$ cat config.mk
export PLATFORM = sky130hd
export DESIGN_NAME = line_decoder
export DESIGN_NICKNAME = d
export VERILOG_FILES = /design/src/rtl/line_decoder_pkg.sv /design/src/rtl/line_decoder_core.sv /design/src/rtl/line_decoder.sv
export SDC_FILE = /design/constraint.sdc
export NUM_CORES = 1
export LEC_CHECK = 0
export ABC_AREA = 0
export ABC_CLOCK_PERIOD_IN_PS = 1600
export CAP_MARGIN = 20
export CORE_AREA = 5 5 42 44
export CTS_BUF_LIST = sky130_fd_sc_hd__clkbuf_8
export DETAILED_ROUTE_END_ITERATION = 7
export DIE_AREA = 0 0 47 49
export GPL_TIMING_DRIVEN = 0
export MAX_ROUTING_LAYER = met4
export PLACE_DENSITY_LB_ADDON = 0.15
export SLEW_MARGIN = 20
export SYNTH_ARGS = -nofsm -noshare
export SYNTH_HDL_FRONTEND = slang
export SYNTH_HIERARCHICAL = 1
export SYNTH_SLANG_ARGS = --single-unit
$ cat constraint.sdc
create_clock -name clk -period 1.6 [get_ports clk]
set_clock_uncertainty 0.1 [all_clocks]
set_input_delay 0.48 -clock clk [delete_from_list [all_inputs] [get_ports clk]]
set_output_delay 0.48 -clock clk [all_outputs]
set_load 0.02 [all_outputs]
$ cat src/rtl/line_decoder_pkg.sv
// Shared widths, the one-hot base constant and the decode function for line_decoder.
package line_decoder_pkg;

   localparam int unsigned SEL_W = 3;
   localparam int unsigned OUT_W = 8;

   // Line 7 is the target of select 0; higher selects walk toward line 0.
   localparam logic [OUT_W-1:0] ONE_HOT_BASE = OUT_W'(8'b1000_0000);

   typedef logic [SEL_W-1:0] sel_t;
   typedef logic [OUT_W-1:0] line_t;

   // One-hot decode. An unknown select while enabled propagates as unknown
   // through the shift, so X on a select line is never masked.
   function automatic line_t decode(input logic en, input sel_t sel);
      line_t res;
      res = '0;
      if (en) begin
         res = ONE_HOT_BASE >> sel;
      end
      return res;
   endfunction

endpackage

$ cat src/rtl/line_decoder_core.sv
// Purely combinational 3-to-8 one-hot decode with active-high enable.
module line_decoder_core
   import line_decoder_pkg::*;
(
   input  logic  en,
   input  sel_t  sel,
   output line_t lines
);

   // Decode select to a single active line, or all lines low when disabled.
   always_comb begin
      lines = decode(en, sel);
   end

endmodule

$ cat src/rtl/line_decoder.sv
// line_decoder: 3-to-8 one-hot decoder with a live combinational output F,
// a one-cycle registered copy F_q, and (with LINE_DECODER_SEEN_EN defined)
// a sticky activity mask seen that accumulates every line F_q has driven.
module line_decoder
   import line_decoder_pkg::*;
(
   input  logic             Enable,
   input  logic             A,
   input  logic             B,
   input  logic             C,
   output logic [OUT_W-1:0] F,
   input  logic             clk,
   input  logic             rst_n,
   output logic [OUT_W-1:0] F_q
`ifdef LINE_DECODER_SEEN_EN
   ,
   output logic [OUT_W-1:0] seen
`endif
);

   sel_t  sel_c;
   line_t out_d;
   line_t out_q;

   // Select index with A as the most significant bit.
   always_comb begin
      sel_c = {A, B, C};
   end

   // Combinational decode path; independent of clk and rst_n.
   line_decoder_core u_core (
      .en    (Enable),
      .sel   (sel_c),
      .lines (F)
   );

   // Registered copy simply follows the live decode.
   always_comb begin
      out_d = F;
   end

   // Registered output; cleared asynchronously while rst_n is low.
   always_ff @(posedge clk or negedge rst_n) begin
      if (!rst_n) begin
         out_q <= '0;
      end else begin
         out_q <= out_d;
      end
   end

   assign F_q = out_q;

`ifdef LINE_DECODER_SEEN_EN
   line_t seen_d;
   line_t seen_q;

   // Sticky mask includes the value F_q takes on this edge, so seen always
   // equals the OR of every F_q value since reset.
   always_comb begin
      seen_d = seen_q | out_d;
   end

   // Sticky flops; bits only ever clear through reset.
   always_ff @(posedge clk or negedge rst_n) begin
      if (!rst_n) begin
         seen_q <= '0;
      end else begin
         seen_q <= seen_d;
      end
   end

   assign seen = seen_q;
`endif

endmodule

==> out/qor.yml, run 1 <==
outcome: "finished with violations"
violations: "setup timing"
largest_reg_flops: 8
clkTransAtPathRegs_ns: 0.04
route.detailed.drc: 0
syn_to_final_growth_pct: 111
cp-end-kind: "output port"
syn_inst: 16
die_area_um2: 2300
final-hold-violation-count: 0
netlist_area_um2: 297
seqPwrFrac_pct: 40.4
internal_power_mw: 0.412
cts_hold_buf: 0
antenna_found_initial: 0
yosys_warnings: 6
htree_levels: 1
slowest_stage: "nor4b_4"
cap_violations: 0
crit_type: "in -> out"
synth_seq_area_share_pct: 67.5
p_leak_nw: 0.342
ys_ff_latch: 8
cp.required_ns: 1.02
cts-buffers-inserted: 3
grtUsageMet2_pct: 12.4
relSlewSlack_pct: 77.1
p_sw_mw: 0.106
diodes: 0
top_usage_layer: "met2"
synth_cell_types: 5
cpPeakStageDelay_ns: 0.27
grt_max_degree: 9
crit_chain: "buf_8 -> nor4b_4 -> buf_4"
grt_overflow: 0
p_comb_share_pct: 14.8
drt-pass1-iter-count: 1
clock_sinks: 8
hp-class: "in -> async"
cts_root_buffer: "clkbuf_8"
drv_slew: 0
worst_ep_arrival_time_ns: 1.04
syn-num-nets: 22
preCtsSetupSlack_ns: -0.998
routedWlPerCell_um: 12.0
port_buffers: 21
fillers: 137
synth_area_per_cell_um2: 18.5
tightest_slew_ns: 0.343
io_pins: 22
vias: 253
final_cell_mix: "dfrtp_1 (8), buf_4 (8), dlygate4sd2_1 (8)"
vias_per_cell: 4.15
cts_buffer_depth: 2
layout.nets: 53
gp_congestion: 0.721
setup_ws_ns: -0.0250
cellPowerDensity_nw_per_um2: 829
drive_above_1_share_pct: 62.2
multiInputGateArea_um2: 105
ant_nets: 0
crit_path_start_kind: "input port"
p_clk_share_pct: 44.9
grt_use_met3_pct: 2.21
rows: 14
grt.total_usage_pct: 7.65
drt_wl_total_um: 734
fmax_mhz: 615
finish.instance_area_um2: 626
cts_tree: "built"
grt_first_pass_wirelength_um: 1160
vdd_drop_max_uv: 316
whs_ns: 0.430
finalCritPeriodShare_pct: 102
die_x_um: 47
start_util_pct: 21.2
coreArea_um2: 1400
rsz0062_at_grt: "true"
crit_fanout: 8
timing.final.crit_period_ns: 1.62
drt-initial-drc-count: 0
regArea_um2: 200
setup_viol: 2
grt_pass1_vias: 258
placed_cell_area_um2: 527
die-height_um: 49
place_hpwl_um: 575
use_met1_pct: 6.56
p_sw_share_pct: 20.5
final cells by class:
class	instances	area share, %
timing repair buffer	26	41.4
clock buffer	3	6.60
tap	16	3.20
sequential	8	32.0
multi-input combinational	8	16.8
Yosys cell counts:
| master | n | area (um^2) |
|---|---|---|
| nor4b_2 | 1 | 15.0 |
| and4bb_2 | 3 | 37.5 |
| and4b_2 | 3 | 33.8 |
| dfrtp_1 | 8 | 200 |
| and4_2 | 1 | 10.0 |
critical path, delay by kind of cell:
kind,cells,cell delay (ns)
AND/OR/NAND/NOR,1,0.27
buffers and inverters,2,0.29
worst paths after layout:
check,start,end,slack (ns),cells after the start
worst max-delay path,B,F[7],-0.02,3
worst min-delay path,rst_n,F_q[2]$_DFF_PN0_,0.43,1
max in group asynchronous,rst_n,F_q[0]$_DFF_PN0_,0.72,1
min in group clk,A,F_q[7]$_DFF_PN0_,0.44,3
power groups by stage:
stage | combinational [mW] | clock, mW | sequential, mW
after CTS | 0.0723 | 0.235 | 0.209
after global routing | 0.0821 | 0.249 | 0.210
final | 0.0766 | 0.233 | 0.209
after detailed placement | 0.0678 | 0 | 0.212
after floorplan | 0.0163 | 0 | 0.219
after global placement | 0.0667 | 0 | 0.212
stage by stage:
step / total power, mW / util (%) / cells / setup TNS [ns]
after floorplan: 0.236 / - / 16 / 0
after global placement: 0.279 / 37.6 / 53 / -7.33
after detailed placement: 0.280 / 37.6 / 53 / -7.51
after CTS: 0.517 / 42.7 / 60 / -0.0467
after global routing: 0.541 / 44.6 / 61 / -0.122
final: 0.518 / 44.6 / 61 / -0.0279
kinds of logic (layout without fill, tap and decap cells):
kind of cell	after synthesis	count (layout)	share of synthesized area [%]
DFF	8	8	67.5
and+or+nand+nor	8	8	32.5
buffers and inverters	0	29	0
repair_timing:
item	4_1_cts	5_1_grt
resized for setup	78	5
buffers inserted	4	1
pin swaps	4	5
setup endpoints to repair	16	8
per-layer routing:
| metal | routed length [um] | share of wire, % |
|---|---|---|
| met1 | 239 | 33 |
| met3 | 67 | 9.1 |
| met4 | 0 | 0 |
| met5 | 0 | 0 |
| met2 | 427 | 58 |
No activity file was read; power rests on OpenSTA's default activity.
==> inputs of run 2 (changes only) <==
SLEW_MARGIN = not set   (was 20)
==> results of run 2 <==
No change in the layout: final DEF, timing and power equal those of run 1.
==> inputs of run 3 (changes only) <==
--- a/constraint.sdc
+++ b/constraint.sdc
@@ -4,2 +4,2 @@
 set_output_delay 0.48 -clock clk [all_outputs]
-set_load 0.02 [all_outputs]
+set_load 0.05 [all_outputs]
==> run 3 against run 2 <==
The flow still finishes with violations (setup timing). Routed wire length shrank 5.3%. Worst setup slack lost 0.040 ns. Cell count shrank 8.2%. Utilization shrank 0.36 points. Maximum frequency shrank 2.4%. Critical path depth is the same. Via count shrank 8.3%. Clock-buffer cell count is the same. Sequential share of layout area grew 0.26 points. Critical path type unchanged. Highest routed layer is now met4.
==> out/qor.yml, run 3 (synthesized netlist as in run 1, its figures left out) <==
grt_pass1_vias: 262  # +1.6%
final-hold-violation-count: 0  # unchanged
vias_per_cell: 4.14  # -0.11%
outcome: "finished with violations"
rsz0062_at_grt: "true"
diodes: 0  # unchanged
grt_first_pass_wirelength_um: 1220  # +5.3%
finish.instance_area_um2: 621  # -0.80%
cts-buffers-inserted: 3  # unchanged
cp.required_ns: 1.02  # about the same
cts_buffer_depth: 2  # unchanged
crit_path_start_kind: "input port"
ant_nets: 0  # unchanged
worst_ep_arrival_time_ns: 1.08  # +0.04 ns
hold_depth: 2
post-route-util_pct: 44.3  # -0.36 points
finalCritPeriodShare_pct: 104  # +2.5 points
port_buffers: 21  # unchanged
die-height_um: 49  # unchanged
rows: 14  # unchanged
vdd_drop_max_uv: 454  # +44%
routedWlPerCell_um: 12.4  # +3.1%
cts_root_buffer: "clkbuf_8"
crit_type: "in -> out"
drt_wl_total_um: 695  # -5.3%
layout.nets: 48  # -9.4%
io_pins: 22  # unchanged
syn_to_final_growth_pct: 109
crit_chain: "buf_8 -> nor4b_4 -> buf_6"
hp-class: "in -> reg"
drt-pass1-iter-count: 2  # +1
cellPowerDensity_nw_per_um2: 878  # +5.9%
route.detailed.drc: 0  # unchanged
grt_overflow: 0  # unchanged
violations: "setup timing"
setup-tns-final_ns: -0.230  # -0.203 ns
p_leak_nw: 0.284  # -17%
whs_endpoint: "F_q[7]$_DFF_PN0_"
cts_tree: "built"
postCtsSetupBuffers: 0  # -4
drive_above_1_share_pct: 77.5  # +15 points
fillers: 140  # +2.2%
place_hpwl_um: 549  # -4.4%
drv_slew: 0  # unchanged
grt.total_usage_pct: 8.24  # +0.59 points
clkTransAtPathRegs_ns: 0.04  # about the same
placed_cell_area_um2: 536  # +1.7%
largest_reg_flops: 8  # unchanged
setup_ws_ns: -0.0649  # -0.0399 ns
grt_max_degree: 9  # unchanged
antenna_found_initial: 0  # unchanged
coreArea_um2: 1400  # unchanged
die_area_um2: 2300  # unchanged
cpPeakStageDelay_ns: 0.30  # +0.03 ns
min-delay-start: "B"
final_cell_mix: "dfrtp_1 (8), clkdlybuf4s15_2 (8), buf_8 (6)"
whs_ns: 0.333  # -0.0970 ns
fmax_mhz: 601  # -2.4%
htree_levels: 1  # unchanged
cap_violations: 0  # unchanged
slowest_stage: "nor4b_4"
vias: 232  # -8.3%
start_util_pct: 21.2  # unchanged
gp_congestion: 0.629  # -13%
relSlewSlack_pct: 76.7  # -0.37 points
clock_sinks: 8  # unchanged
preCtsSetupSlack_ns: -1.19  # -0.188 ns
drt-initial-drc-count: 3  # +3
die_x_um: 47  # unchanged
cp-end-kind: "output port"
tightest_slew_ns: 0.348  # +0.00553 ns
timing.final.crit_period_ns: 1.66  # +0.0399 ns
setup_viol: 7  # +5
crit_fanout: 8  # unchanged
run 3: changes by cell type in the layout (fill, tap and decap cells not counted):
cell | previous run | this run
dlygate4sd2_1 | 8 | 0
buf_8 | 1 | 6
buf_4 | 8 | 1
clkdlybuf4s15_2 | 0 | 8
clkbuf_4 | 1 | 0
buf_12 | 2 | 0
run 3: repair_timing:
| item | 4_1_cts | 5_1_grt |
|---|---|---|
| endpoints found under the setup margin | 16 | 8 |
| hold endpoints to repair | 0 | 0 |
| pin swaps | 2 | 3 |
| gates resized for setup | 107 | 2 |
| hold buffers | 0 | 0 |
run 3: layout make-up:
| cell class | instances | area, um^2 | share of cell area, % |
|---|---|---|---|
| Clock buffer | 3 | 41.3 | 6.65 |
| Multi-Input combinational cell | 8 | 105 | 16.9 |
| Sequential cell | 8 | 200 | 32.3 |
| Tap cell | 16 | 20.0 | 3.23 |
| Timing Repair Buffer | 21 | 254 | 40.9 |
run 3: worst max-delay path by stage:
stage / startpoint / to / cells after the start
6_report: B / F[7] / 3
5_1_grt: B / F[7] / 3
3_3_place_gp: B / F[7] / 3
4_1_cts: A / F[7] / 3
3_5_place_dp: B / F[7] / 3
2_1_floorplan: B / F[7] / 1
run 3: per-layer routing:
layer / up-vias / GRT usage [%] / wire length, um
met5: - / - / 0
met4: 0 / 8.29 / 27
met3: 4 / 4.43 / 93
met2: 15 / 9.50 / 311
met1: 99 / 9.30 / 263
li1: 114 / - / -
run 3: critical path: cells and delay by family:
family        cells  cell delay (ns)
buf+inv           2             0.31
simple gates      1             0.30
run 3: per-stage QoR:
step,power [mW],instances
global placement,0.306,53
finish,0.545,56
detailed placement,0.306,53
global route,0.571,56
CTS,0.552,56
floorplan,0.261,16
run 3: report_power, final:
group / internal, mW / total (mW) / switching, mW
clock network: 0.162 / 0.236 / 0.0734
logic: 0.0404 / 0.0993 / 0.0589
registers: 0.208 / 0.210 / 0.00113
